<file path="config.mk">
export PLATFORM = sky130hd
export DESIGN_NAME = wb_retire_queue
export DESIGN_NICKNAME = d
export VERILOG_FILES = /design/src/rtl/wb_retire_queue.sv
export SDC_FILE = /design/constraint.sdc
export NUM_CORES = 1
export LEC_CHECK = 0
export CAP_MARGIN = 25
export CORE_ASPECT_RATIO = 0.5
export CORE_MARGIN = 4
export CORE_UTILIZATION = 50
export CTS_CLUSTER_DIAMETER = 40
export CTS_CLUSTER_SIZE = 10
export DETAILED_ROUTE_END_ITERATION = 6
export HOLD_SLACK_MARGIN = 0.05
export PLACE_DENSITY = 0.85
export SYNTH_ARGS = -nofsm -noshare
export SYNTH_HDL_FRONTEND = slang
export SYNTH_SLANG_ARGS = --single-unit
</file>
<file path="constraint.sdc">
create_clock -name clk -period 41.2 [get_ports clk]
set_input_delay 12.36 -clock clk [delete_from_list [all_inputs] [get_ports clk]]
set_output_delay 12.36 -clock clk [all_outputs]
set_load 0.01 [all_outputs]
</file>
<file path="src/rtl/wb_retire_queue.sv">
// rtl/wb_retire_queue.sv - in-order writeback retire queue with CSR-read wait, flush and forwarding
module wb_retire_queue #(
  parameter int DEPTH      = 2,
  parameter int CSR_RD_LAT = 1,
  parameter int NUM_FWD    = 2,
  parameter int DATA_W     = 32
) (
  input  logic                      clk,
  input  logic                      resetn,
  input  logic                      mem_to_wb_valid,
  output logic                      wb_allowin,
  input  logic                      in_rf_we,
  input  logic [4:0]                in_rf_waddr,
  input  logic [DATA_W-1:0]         in_rf_wdata,
  input  logic [31:0]               in_pc,
  input  logic                      in_csr_re,
  input  logic                      in_csr_we,
  input  logic [13:0]               in_csr_num,
  input  logic [DATA_W-1:0]         in_csr_wmask,
  input  logic [DATA_W-1:0]         in_csr_wvalue,
  input  logic                      in_ex,
  input  logic [5:0]                in_ecode,
  input  logic [8:0]                in_esubcode,
  input  logic                      in_ertn,
  output logic                      rf_we,
  output logic [4:0]                rf_waddr,
  output logic [DATA_W-1:0]         rf_wdata,
  output logic                      csr_re,
  output logic [13:0]               csr_num,
  input  logic [DATA_W-1:0]         csr_rvalue,
  output logic                      csr_we,
  output logic [DATA_W-1:0]         csr_wmask,
  output logic [DATA_W-1:0]         csr_wvalue,
  output logic                      wb_ex,
  output logic                      wb_ex_valid,
  output logic [31:0]               wb_ex_pc,
  output logic [5:0]                wb_ecode,
  output logic [8:0]                wb_esubcode,
  output logic                      wb_is_ertn,
  input  logic [NUM_FWD*5-1:0]      fwd_raddr,
  output logic [NUM_FWD-1:0]        fwd_hit,
  output logic [NUM_FWD-1:0]        fwd_stall,
  output logic [NUM_FWD*DATA_W-1:0] fwd_data,
  output logic [31:0]               debug_wb_pc,
  output logic [3:0]                debug_wb_rf_we,
  output logic [4:0]                debug_wb_rf_wnum,
  output logic [DATA_W-1:0]         debug_wb_rf_wdata,
  output logic [31:0]               retire_cnt
);

  localparam int AW    = (DEPTH > 1) ? $clog2(DEPTH) : 1;
  localparam int CNT_W = AW + 1;

  typedef enum logic {IDLE, CSR_WAIT} state_t;

  logic              q_rf_we    [DEPTH];
  logic [4:0]        q_waddr    [DEPTH];
  logic [DATA_W-1:0] q_wdata    [DEPTH];
  logic [31:0]       q_pc       [DEPTH];
  logic              q_csr_re   [DEPTH];
  logic              q_csr_we   [DEPTH];
  logic [13:0]       q_csr_num  [DEPTH];
  logic [DATA_W-1:0] q_csr_wmask[DEPTH];
  logic [DATA_W-1:0] q_csr_wval [DEPTH];
  logic              q_ex       [DEPTH];
  logic [5:0]        q_ecode    [DEPTH];
  logic [8:0]        q_esub     [DEPTH];
  logic              q_ertn     [DEPTH];

  logic [AW-1:0]    head_ptr, tail_ptr;
  logic [CNT_W-1:0] count;
  state_t           state, state_n;
  logic [2:0]       wait_cnt, wait_n;
  logic             empty, flush, retire, push;

  assign empty      = (count == '0);
  assign wb_allowin = (count != CNT_W'(DEPTH));
  assign flush      = !empty && (q_ex[head_ptr] || q_ertn[head_ptr]);
  // a flushing head discards whatever MEM offers in the same cycle
  assign push       = mem_to_wb_valid && wb_allowin && !flush;

  always_comb begin
    state_n = state;
    wait_n  = wait_cnt;
    retire  = 1'b0;
    case (state)
      IDLE: begin
        if (!empty && !flush) begin
          if (q_csr_re[head_ptr] && CSR_RD_LAT != 0) begin
            state_n = CSR_WAIT;
            wait_n  = 3'(CSR_RD_LAT);
          end else begin
            retire = 1'b1;
          end
        end
      end
      CSR_WAIT: begin
        wait_n = wait_cnt - 3'd1;
        if (wait_cnt <= 3'd1) begin
          retire  = 1'b1;
          state_n = IDLE;
          wait_n  = 3'd0;
        end
      end
      default: state_n = IDLE;
    endcase
  end

  always_ff @(posedge clk or negedge resetn) begin
    if (!resetn) begin
      count      <= '0;
      head_ptr   <= '0;
      tail_ptr   <= '0;
      state      <= IDLE;
      wait_cnt   <= 3'd0;
      retire_cnt <= 32'd0;
    end else if (flush) begin
      count    <= '0;
      head_ptr <= '0;
      tail_ptr <= '0;
      state    <= IDLE;
      wait_cnt <= 3'd0;
    end else begin
      state    <= state_n;
      wait_cnt <= wait_n;
      if (push)   tail_ptr <= tail_ptr + AW'(1);
      if (retire) begin
        head_ptr   <= head_ptr + AW'(1);
        retire_cnt <= retire_cnt + 32'd1;
      end
      case ({push, retire})
        2'b10:   count <= count + CNT_W'(1);
        2'b01:   count <= count - CNT_W'(1);
        default: count <= count;
      endcase
    end
  end

  always_ff @(posedge clk) begin
    if (push) begin
      q_rf_we[tail_ptr]     <= in_rf_we;
      q_waddr[tail_ptr]     <= in_rf_waddr;
      q_wdata[tail_ptr]     <= in_rf_wdata;
      q_pc[tail_ptr]        <= in_pc;
      q_csr_re[tail_ptr]    <= in_csr_re;
      q_csr_we[tail_ptr]    <= in_csr_we;
      q_csr_num[tail_ptr]   <= in_csr_num;
      q_csr_wmask[tail_ptr] <= in_csr_wmask;
      q_csr_wval[tail_ptr]  <= in_csr_wvalue;
      q_ex[tail_ptr]        <= in_ex;
      q_ecode[tail_ptr]     <= in_ecode;
      q_esub[tail_ptr]      <= in_esubcode;
      q_ertn[tail_ptr]      <= in_ertn;
    end
  end

  assign rf_we       = retire && q_rf_we[head_ptr];
  assign rf_waddr    = empty ? '0 : q_waddr[head_ptr];
  assign rf_wdata    = empty ? '0 : (q_csr_re[head_ptr] ? csr_rvalue : q_wdata[head_ptr]);
  assign csr_re      = !empty && !flush && q_csr_re[head_ptr];
  assign csr_num     = empty ? '0 : q_csr_num[head_ptr];
  assign csr_we      = retire && q_csr_we[head_ptr];
  assign csr_wmask   = empty ? '0 : q_csr_wmask[head_ptr];
  assign csr_wvalue  = empty ? '0 : q_csr_wval[head_ptr];
  assign wb_ex       = flush;
  assign wb_ex_valid = flush && q_ex[head_ptr];
  assign wb_is_ertn  = flush && q_ertn[head_ptr];
  assign wb_ex_pc    = flush ? q_pc[head_ptr] : 32'd0;
  assign wb_ecode    = flush ? q_ecode[head_ptr] : 6'd0;
  assign wb_esubcode = flush ? q_esub[head_ptr] : 9'd0;

  assign debug_wb_pc       = empty ? 32'd0 : q_pc[head_ptr];
  assign debug_wb_rf_we    = {4{rf_we}};
  assign debug_wb_rf_wnum  = rf_waddr;
  assign debug_wb_rf_wdata = rf_wdata;

  // scan oldest to youngest so the youngest match is the one left standing
  always_comb begin
    logic [4:0]        raddr;
    logic [AW-1:0]     idx;
    logic              hit, m_csr, m_head;
    logic [DATA_W-1:0] m_data;
    fwd_hit   = '0;
    fwd_stall = '0;
    fwd_data  = '0;
    for (int p = 0; p < NUM_FWD; p++) begin
      raddr  = fwd_raddr[5*p +: 5];
      hit    = 1'b0;
      m_csr  = 1'b0;
      m_head = 1'b0;
      m_data = '0;
      for (int k = 0; k < DEPTH; k++) begin
        idx = head_ptr + AW'(k);
        if (CNT_W'(k) < count && q_rf_we[idx] && q_waddr[idx] == raddr &&
            raddr != 5'd0 && !q_ex[idx] && !q_ertn[idx]) begin
          hit    = 1'b1;
          m_csr  = q_csr_re[idx];
          m_head = (k == 0);
          m_data = q_wdata[idx];
        end
      end
      fwd_hit[p]                 = hit;
      fwd_stall[p]               = hit && m_csr && !(m_head && retire);
      fwd_data[p*DATA_W +: DATA_W] = (hit && m_csr && m_head && retire) ? csr_rvalue : m_data;
    end
  end

endmodule

</file>
==> impl_metrics.csv <==
group,metric,value,unit
cts,clockRootBuffer,"clkbuf_16",
place,dpl.hpwl,41300,um
place,placedCellCount,2313,
floorplan,fp.dieW,281,um
timing,fmax,35.5,MHz
synthesis,ys_types,58,
worst_setup_path,reg2reg_slack,35440,ps
power,leakagePower,0.00837,uW
finish,drive_gt1_share,10.5,%
worst_setup_path,crit_family,"buffers and inverters",
worst_setup_path,required,28840,ps
worst_setup_path,slowest_stage,"or4_1",
cts,post_cts_resized,0,
synthesis,synthFlopType,"edfxtp_1",
floorplan,die_h,144,um
floorplan,ios,554,
drt,drc,0,
drt,dr.pass1.iters,6,
cts,cts_buffer_depth,3,
cts,postCtsSetupRepairBufs,0,
synthesis,ys_seq_elements,374,
finish,layoutNonFillerInstCount,2392,
floorplan,rows,49,
finish,final_common_cell,"clkdlybuf4s50_1",
global_route,grt_pass1_wl,85900,um
min_path,hold_path.class,"reg2reg",
drt,routed_wl,59500,um
floorplan,start_util,51.3,%
cts,clock-sinks,374,
place,routabilityCongestion,0.990,
worst_setup_path,arrival,15770,ps
worst_setup_path,worstSetupPathType,"in2out",
power,power_density,66.2,nW/um2
min_path,min_path_cells,1,
worst_setup_path,crit_fanout,36,
worst_setup_path,rr_startpoint,"head_ptr",
worst_setup_path,start_kind,"input port",
timing,clock_skew,16.1,ps
finish,syn_to_final_growth,37.1,%
place,numPortBuffers,553,
finish,nFillCells,2490,
global_route,grt_pass1_vias,14500,
floorplan,core,36300,um2
cts,cts_tree,"yes",
synthesis,syn_avg_cell_area,13.2,um2
timing,setup-violations-final,0,
global_route,grt_overflow,0,
cts,numCtsBuffers,45,
cts,path_clk_slew,50,ps
cts,holdBufCountCts,0,
drt,route.vias.total,14200,
timing,maxSlewViolCount,0,
synthesis,synth_async_sr_flop_share,10.7,%
timing,finalHoldViolCount,0,
timing,fin_crit,28130,ps
synthesis,syn_nets,1623,
min_path,hp-start,"retire_cnt[31]",
floorplan,dieArea,40600,um2
drt,post_drt_wl_per_cell,24.9,um
finish,final_util,70.3,%
min_path,holdPathEnd,"retire_cnt[31]",
timing,tightest_slew,1110,ps
synthesis,synth_edf_count,334,
finish,final_net_count,2096,
run,cap_violations,0,
timing,finalSetupTns,0,ps
global_route,grt_max_degree,109,
synthesis,yosys_warnings,0,
worst_setup_path,critPathBufInv,4,
global_route,antenna_found_initial,18,
power,ir_worst_vdd,0.0540,mV
synthesis,netlist_area,18600,um2
worst_setup_path,slowest_delay,540,ps
cts,htreeDepth,2,
drt,ant_nets,0,
global_route,grt_use_total,27.7,%
drt,drtIter0Drc,1363,
timing,grt_setup_unrepaired,"false",
synthesis,synthCells,1405,
synthesis,yosysSeqAreaShare,59.3,%
timing,min_period_over_period,68.3,%
worst_setup_path,reg2regPathDepth,7,
finish,mostFrequentLayoutCells,"clkdlybuf4s50_1 (552), edfxtp_1 (334), nor2_1 (178)",
cts,clk_latency,540,ps
run_status,status,"completed",
worst_setup_path,worst_r2r_endpoint,"q_csr_wval[0][16]",
drt,avgViaCountPerCell,5.95,
worst_setup_path,worstSetupEndpointType,"primary output",
timing,relSlewSlack,25.2,%
worst_setup_path,path_cells,"clkdlybuf4s50_1 > or4_1 > nor2_1 > or4_1 > buf_4 > o2111ai_4 > buf_4 > a2bb2oi_2 > clkdlybuf4s50_1",
cell families after synthesis:
| logic type | count (synthesis) | synth area share (%) |
|---|---|---|
| multiplexers | 205 | 11.6 |
| adder cells (fa/ha/maj) | 6 | 0.403 |
| buffers and inverters | 166 | 4.73 |
| XOR/XNOR | 55 | 2.59 |
| flip-flops | 374 | 59.3 |
| AO/OA/AOI/OAI | 188 | 10.4 |
| AND/OR/NAND/NOR | 411 | 11.1 |
per-layer routing:
| metal | vias up | routed length, um | track usage, % |
|---|---|---|---|
| met3 | 181 | 4150 | 5.42 |
| met1 | 6967 | 21600 | 32.8 |
| met5 | - | 15 | 0.117 |
| met4 | 2 | 3040 | 14.2 |
| met2 | 740 | 30600 | 48.7 |
| li1 | 6339 | - | - |
worst max path at each step:
stage                 start            to  slack [ps]  depth (start not counted)
6_report       fwd_raddr[1]  fwd_data[17]       13070                          9
5_1_grt        fwd_raddr[2]  fwd_data[26]       12960                          9
4_1_cts        fwd_raddr[1]  fwd_data[18]       13110                          9
3_5_place_dp   fwd_raddr[1]  fwd_data[18]       13120                          9
3_3_place_gp   fwd_raddr[3]  fwd_data[31]       13200                          9
2_1_floorplan  fwd_raddr[1]  fwd_data[10]       14760                          7
sequential cells by signal, summed over array words and instances, names as in the netlist, 3 cells and up:
name / count
wait_cnt: 3
q_csr_wval: 64
q_wdata: 64
q_esub: 18
q_csr_wmask: 64
q_waddr: 10
q_csr_num: 28
retire_cnt: 32
q_ecode: 12
q_pc: 64
stage by stage:
| step | worst slack [ps] | total power, uW | cell area [um2] | hold slack (ps) |
|---|---|---|---|---|
| after global placement | 13200 | 1320 | 24200 | 458 |
| final | 13070 | 1690 | 25500 | 467 |
| after CTS | 13110 | 1680 | 25400 | 468 |
| after floorplan | 14760 | 989 | 18600 | 504 |
| after global routing | 12960 | 1760 | 25500 | 507 |
| after detailed placement | 13120 | 1330 | 24200 | 461 |
report_power, final:
| part | switching (uW) | internal, uW | total (uW) |
|---|---|---|---|
| Combinational | 439 | 367 | 806 |
| Sequential | 38.2 | 500 | 538 |
| Clock | 148 | 198 | 346 |
| Total | 625 | 1060 | 1690 |
synth_stat cells, drive strengths merged (2+ instances only):
cell	number	area share (%)
or4	4	0.16
xor2	13	0.61
a21oi	5	0.15
nor3	13	0.50
a32oi	2	0.094
a2bb2oi	64	4.7
nor4b	2	0.094
nand2	49	0.99
clkbuf	75	1.5
xnor2	42	2.0
buf	82	3.0
o2111ai	70	3.5
and3	8	0.27
nor4	44	1.9
ha	6	0.40
nor3b	4	0.22
and4	6	0.28
mux2	34	2.1
nand4	16	0.54
a31oi	2	0.067
mux2i	171	9.5
nand4b	3	0.14
o21ai	5	0.13
dfrtp	40	5.4
nor2	178	3.6
or3	3	0.13
a211oi	33	1.3
nand3	70	1.9
and2	5	0.17
edfxtp	334	54
inv	9	0.18
nor2b	3	0.10
cell type report:
type | count | area [um2] | share of cell area (%)
clock buffer | 55 | 1160 | 4.56
antenna | 17 | 42.5 | 0.167
inverter | 9 | 33.8 | 0.132
sequential | 374 | 11000 | 43.2
clock inverter | 5 | 62.6 | 0.245
timing repair buffer | 583 | 5800 | 22.7
multi-input combinational | 865 | 6770 | 26.5
tap | 484 | 606 | 2.37
No activity file was read; power rests on OpenSTA's default activity.
